### config.mk
export PLATFORM = sky130hd
export DESIGN_NAME = bram_port_arbiter
export DESIGN_NICKNAME = d
export VERILOG_FILES = /design/src/rtl/bram_port_arbiter.sv
export SDC_FILE = /design/constraint.sdc
export NUM_CORES = 1
export LEC_CHECK = 0
export ABC_AREA = 0
export CAP_MARGIN = 20
export CELL_PAD_IN_SITES_DETAIL_PLACEMENT = 1
export CELL_PAD_IN_SITES_GLOBAL_PLACEMENT = 2
export CORE_MARGIN = 3
export CORE_UTILIZATION = 18
export DETAILED_ROUTE_END_ITERATION = 10
export PLACE_DENSITY = 0.88
export SLEW_MARGIN = 20
export SYNTH_ARGS = -nofsm -noshare
export SYNTH_HDL_FRONTEND = slang
export SYNTH_SLANG_ARGS = --single-unit
export TNS_END_PERCENT = 50
### constraint.sdc
create_clock -name i_clk -period 2.35 [get_ports i_clk]
set_input_delay 0.47 -clock i_clk [delete_from_list [all_inputs] [get_ports i_clk]]
set_output_delay 0.47 -clock i_clk [all_outputs]
set_load 0.05 [all_outputs]
### src/rtl/bram_port_arbiter.sv
// Round-robin arbiter sharing one BRAM port between two requesters, with a
// bounded burst lock and in-order read-data routing back to the issuer.
module bram_port_arbiter #(
  parameter int unsigned DATA_WIDTH = 32,
  parameter int unsigned ADDR_WIDTH = 10,
  parameter int unsigned RD_LATENCY = 1,
  parameter int unsigned MAX_HOLD   = 8
) (
  input  logic                    i_clk,
  input  logic                    i_rst,
  input  logic [1:0]              i_req_valid,
  output logic [1:0]              o_req_ready,
  input  logic [1:0]              i_req_we,
  input  logic [1:0]              i_req_lock,
  input  logic [2*ADDR_WIDTH-1:0] i_req_addr,
  input  logic [2*DATA_WIDTH-1:0] i_req_wdata,
  output logic [1:0]              o_rsp_valid,
  output logic [DATA_WIDTH-1:0]   o_rsp_data,
  output logic                    o_bram_en,
  output logic                    o_bram_we,
  output logic [ADDR_WIDTH-1:0]   o_bram_addr,
  output logic [DATA_WIDTH-1:0]   o_bram_wdata,
  input  logic [DATA_WIDTH-1:0]   i_bram_rdata
);

  localparam int unsigned HoldW = $clog2(MAX_HOLD + 1);
  localparam logic [HoldW-1:0] HoldMax = HoldW'(MAX_HOLD);

  logic                  last_grant_q, last_grant_d;
  logic [HoldW-1:0]      hold_cnt_q, hold_cnt_d;
  logic                  gnt;
  logic                  accept;
  logic                  sel_we;
  logic [ADDR_WIDTH-1:0] sel_addr;
  logic [DATA_WIDTH-1:0] sel_wdata;
  logic                  bram_id_q;
  logic [RD_LATENCY-1:0] tag_vld_q;
  logic [RD_LATENCY-1:0] tag_id_q;

  // Any valid requester is always granted, so accept is just "someone valid".
  always_comb begin
    gnt = 1'b0;
    unique case (i_req_valid)
      2'b00: gnt = 1'b0;
      2'b01: gnt = 1'b0;
      2'b10: gnt = 1'b1;
      2'b11: begin
        if (i_req_lock[last_grant_q] && (hold_cnt_q < HoldMax)) gnt = last_grant_q;
        else                                                     gnt = ~last_grant_q;
      end
    endcase
    accept      = |i_req_valid;
    o_req_ready = accept ? (gnt ? 2'b10 : 2'b01) : 2'b00;
    sel_we      = i_req_we[gnt];
    sel_addr    = gnt ? i_req_addr[ADDR_WIDTH +: ADDR_WIDTH] : i_req_addr[0 +: ADDR_WIDTH];
    sel_wdata   = gnt ? i_req_wdata[DATA_WIDTH +: DATA_WIDTH] : i_req_wdata[0 +: DATA_WIDTH];
  end

  always_comb begin
    last_grant_d = last_grant_q;
    hold_cnt_d   = hold_cnt_q;
    if (accept) begin
      last_grant_d = gnt;
      if (gnt != last_grant_q)       hold_cnt_d = HoldW'(1);
      else if (hold_cnt_q < HoldMax) hold_cnt_d = hold_cnt_q + 1'b1;
    end
  end

  always_ff @(posedge i_clk or posedge i_rst) begin
    if (i_rst) begin
      last_grant_q <= 1'b1;
      hold_cnt_q   <= '0;
      o_bram_en    <= 1'b0;
      o_bram_we    <= 1'b0;
      o_bram_addr  <= '0;
      o_bram_wdata <= '0;
      bram_id_q    <= 1'b0;
      tag_vld_q    <= '0;
      tag_id_q     <= '0;
    end else begin
      last_grant_q <= last_grant_d;
      hold_cnt_q   <= hold_cnt_d;
      o_bram_en    <= accept;
      if (accept) begin
        o_bram_we    <= sel_we;
        o_bram_addr  <= sel_addr;
        o_bram_wdata <= sel_wdata;
        bram_id_q    <= gnt;
      end
      // Tag shift register tracks which requester owns each read in flight.
      for (int i = int'(RD_LATENCY) - 1; i > 0; i--) begin
        tag_vld_q[i] <= tag_vld_q[i-1];
        tag_id_q[i]  <= tag_id_q[i-1];
      end
      tag_vld_q[0] <= o_bram_en & ~o_bram_we;
      tag_id_q[0]  <= bram_id_q;
    end
  end

  assign o_rsp_valid = tag_vld_q[RD_LATENCY-1] ?
                       (tag_id_q[RD_LATENCY-1] ? 2'b10 : 2'b01) : 2'b00;
  assign o_rsp_data  = i_bram_rdata;

endmodule
* Word-level counts from Yosys, hierarchy flattened *
Index checks and enable logic that the tools add are counted.

operators by class
  $add $sub $neg = 1
  $lt $le $gt $ge = 3
  equal/unequal tests = 4
  mux-type cells = 14
  bitwise logic cells = 3
  reductions and logical operators = 6

operators with widths
  operator                                                               count
  32-bit 2-to-1 mux                                                      1
  10-bit 2-to-1 mux                                                      1
  2-bit 2-to-1 mux                                                       4
  4-bit 2-to-1 mux                                                       2
  1-bit 2-to-1 mux                                                       5
  4-bit by 1-bit adder with 4-bit output, second input constant          1
  2-bit equality test, second input constant                             2
  1-bit by 2-bit < comparator with 1-bit output, second input constant   2
  4-bit < comparator, second input constant                              1
  2-bit OR reduction                                                     2
  1-bit one-hot mux with 3 select lines                                  1
  2-bit by 1-bit equality test with 1-bit output, second input constant  1
  2-bit logical NOT                                                      1
  1-bit inverter                                                         2
  2-bit AND reduction                                                    1
  2-bit nonzero test                                                     1
  1-bit bitwise AND                                                      1
  1-bit logical AND                                                      1
  1-bit != test                                                          1

word-level totals
  flip-flop bits (word level) = 52
  output and inout bits = 80

* Depth between registers and ports, before layout *
  word-level depth = 8
  mapped depth = 6
  depth with buffers taken out = 5

* Least setup slack after synthesis *
OpenSTA, ideal clock, no wires.

  path type = register to output
  from = reg last_grant_q
  to = out o_req_ready[1]
  arrival = 1,507 ps
  required time = 1,880 ps
  path slack = 373 ps
  cell stages (with the launch flop) = 5
  buffers on the path = 1
  cells stage by stage = dfstp_2 -> inv_2 -> mux2_4 -> a21oi_4 -> buf_2

on the way
  longest elaborated chain between the ends = 7
  elaborated cells between the ends (all ways) = 8
  classes of those cells = 6 x mux; 1 x bitwise; 1 x reduce/logical

RTL lines
  element                                               RTL line  RTL
  from (decl)                                           29        logic last_grant_q, last_grant_d;
  from (signal assigned)                                81        last_grant_q <= last_grant_d;
  1-bit 2-to-1 mux (not written as such) (2 in series)  48        if (i_req_lock[last_grant_q] && (hold_cnt_q < HoldMax)) gnt = last_grant_q;
  1-bit logical AND                                     48
  1-bit 2-to-1 mux *                                    48
  1-bit one-hot mux with 3 select lines *               43        unique case (i_req_valid)
  2-bit 2-to-1 mux * (2 in series)                      53        o_req_ready = accept ? (gnt ? 2'b10 : 2'b01) : 2'b00;
  to (decl)                                             12        output logic [1:0] o_req_ready,

Mark *: on every way between the ends. The rest lies on a longest branch, timed or not. The select of a mux whose other input is x is not followed.

* Worst setup path in the final report *
  from = in i_req_lock[1]
  to = out o_req_ready[0]

on the way
  longest elaborated chain between the ends = 7

RTL lines
  element                                               RTL line  RTL
  from (decl)                                           14        input logic [1:0] i_req_lock,
  1-bit 2-to-1 mux (not written as such) (2 in series)  48
  1-bit logical AND                                     48
  1-bit 2-to-1 mux                                      48
  1-bit one-hot mux with 3 select lines                 43
  2-bit 2-to-1 mux (2 in series)                        53

Every way passes these cells. The select of a mux whose other input is x is not followed.

==> results.py <==
metrics = {
    "detailed_routing": {
        "antenna_left": 0,
        "viasPerCell": 4.30,
        "drc": 0,
        "firstDrtPassIters": 4,
        "totalWireLength_um": 8700,
        "vias": 2197,
        "avgRoutedWirePerCell_um": 17.0,
        "drt-initial-drc-count": 74,
    },
    "finish": {
        "diodes": 0,
        "layout_commonest_cell": "clkdlybuf4s50_1",
        "mostFrequentLayoutCells": "clkdlybuf4s50_1, dfrtp_1, and2_1",
        "stdcell_area_um2": 4150,
        "layout.nets": 455,
        "drive_gt1_share_pct": 7.55,
        "area_delta_synth_final_pct": 60.2,
    },
    "global_routing": {
        "grt_overflow": 0,
        "grt_pass1_wl_um": 13800,
        "grt_usage_pct": 10.9,
        "grt_pass1_vias": 2513,
        "grt_max_degree": 37,
        "antenna_found_initial": 0,
    },
    "placement": {
        "routabilityCongestion": 0.737,
        "place_area_um2": 3990,
        "hpwl_um": 6780,
        "place.port_buffers": 139,
    },
    "outcome": {
        "outcome": "finished clean",
    },
    "clocking": {
        "clk_latency_ns": 0.29,
        "cts_tree": "done",
        "cts_made_buffers": 5,
        "clk_path_buf_depth": 2,
        "path_clk_slew_ns": 0.06,
        "cts_hold_buf": 0,
        "cts-resized-gates": 0,
        "root_buffer": "clkbuf_16",
        "htreeDepth": 2,
        "clock-sinks": 52,
        "postCtsSetupBuffers": 0,
    },
    "pwr": {
        "ir_drop_v": 0.000330,
        "total_leakage_power_nw": 1.70,
        "power_density_nw_per_um2": 730,
    },
    "timing": {
        "setup_viol": 0,
        "setup_tns_ns": 0,
        "min_period_ns": 2.24,
        "slew_violations": 0,
        "hold_viol": 0,
        "timing.hold.ws_ns": 0.389,
        "rsz0062_at_grt": "false",
        "worst_pin_slew_ns": 0.543,
        "fmax_ghz": 0.447,
        "finalCritPeriodShare_pct": 95.2,
        "slew_headroom_pct": 63.7,
        "skew_ns": 0.00589,
    },
    "critical_path": {
        "cp_max_fo": 3,
        "cp-start-kind": "input port",
        "regToRegSetupSlack_ns": 0.46,
        "worstSetupPathType": "input port to output pin",
        "required_ns": 1.88,
        "crit_arrival_ns": 1.77,
        "end_kind": "output pin",
    },
    "flow_run": {
        "drv_cap": 0,
    },
    "synth": {
        "netlist_instances": 222,
        "yosys_warnings": 0,
        "syn_area_um2": 2590,
        "synth_nets": 347,
        "synth_top_area_share_pct": 49.3,
        "syn_area_per_cell_um2": 11.7,
        "synth_area_leaders": "dfrtp_1, a221o_1, and2_1",
        "ys_ff_latch": 52,
        "synth_cell_types": 31,
        "synth.largest_area_cell": "dfrtp_1",
        "seq_area_frac_synth_pct": 50.3,
    },
    "die": {
        "coreArea_um2": 14000,
        "num_rows": 43,
        "die_h_um": 126,
        "initial_core_util_pct": 18.5,
        "ios": 204,
        "dieArea_um2": 15900,
        "die_w_um": 126,
    },
    "min_path": {
        "hold_class": "register to register",
    },
}
==> routing by layer <==
metal / part of all wire, % / GRT usage, %
met5: 0 / 0
met4: 1.4 / 3.22
met3: 6.5 / 2.93
met2: 54 / 20.2
met1: 38 / 12.0
==> layout make-up <==
type	count	area, µm²
multi-input combinational	118	938
fill	1587	9840
sequential	52	1300
inverter	5	18.8
timing repair buffer	148	1500
clock buffer	7	133
clock inverter	1	30.0
tap	180	225
==> logic make-up (layout without fill, tap and decap cells) <==
group           count (synthesis)  count (layout)  share of synthesized area, %
flops                          52              52                          50.3
simple gates                   58              58                          13.4
mux                             2               2                         0.966
buf+inv                        52             161                          13.9
fa+ha+maj                       1               1                         0.483
compound gates                 57              57                          21.0
==> critical path: stages <==
cell and delay [ns]:
clkdlybuf4s50_1 0.50, nand2b_1 0.08, mux2_4 0.30, o21a_2 0.25, buf_12 0.16
==> cell usage after synthesis <==
master and instances:
nor2b_1 3, or3_1 1, o22a_1 1, inv_1 4, ha_1 1, nor3_1 1
mux2i_1 1, buf_4 32, nand2_1 2, buf_6 5, dfstp_2 1, a21oi_4 1
dfrtp_1 51, and3_1 1, a22o_1 1, inv_2 1, a221o_1 43, o21a_1 1
nand2b_1 2, nor2_1 3, and2_1 44, a21o_1 3, o211ai_1 2, buf_2 5
a31o_2 1, nand3_1 1, a2111oi_0 1, a211oi_1 1, clkbuf_1 5, a21oi_1 2
mux2_4 1
==> power breakdown <==
group | total, W | switching, W | internal, W
clock | 0.000825 | 0.000321 | 0.000504
sequential | 0.00111 | 0.0000834 | 0.00102
combinational | 0.00110 | 0.000618 | 0.000481
==> sequential cells by signal, summed over array words and instances, names as in the netlist <==
signal,cells
o_bram_wdata,32
o_bram_addr,10
hold_cnt_q,4
bram_id_q,1
last_grant_q,1
o_bram_en,1
o_bram_we,1
tag_id_q,1
tag_vld_q,1
==> per-stage QoR <==
stage	power [W]	std cells	worst slack, ns	utilization (%)
after global placement	0.00221	503	0.154	28.5
after CTS	0.00309	511	0.127	29.7
after floorplan	0.00190	222	0.373	-
final	0.00303	511	0.112	29.7
after detailed placement	0.00224	503	0.0878	28.5
after global routing	0.00320	511	0.0869	29.7
==> path summary, 6_finish.rpt <==
path                                     from          endpoint  depth (start not counted)
worst max-delay path            i_req_lock[1]    o_req_ready[0]                          5
worst min-delay path                bram_id_q          tag_id_q                          0
worst max register to register   last_grant_q  o_bram_wdata[17]                          5
min in group asynchronous               i_rst  o_bram_wdata[10]                          2
max in group asynchronous               i_rst         o_bram_en                          3
worst min register to register      bram_id_q          tag_id_q                          0
Note: power is estimated with default switching activity, not from simulation.
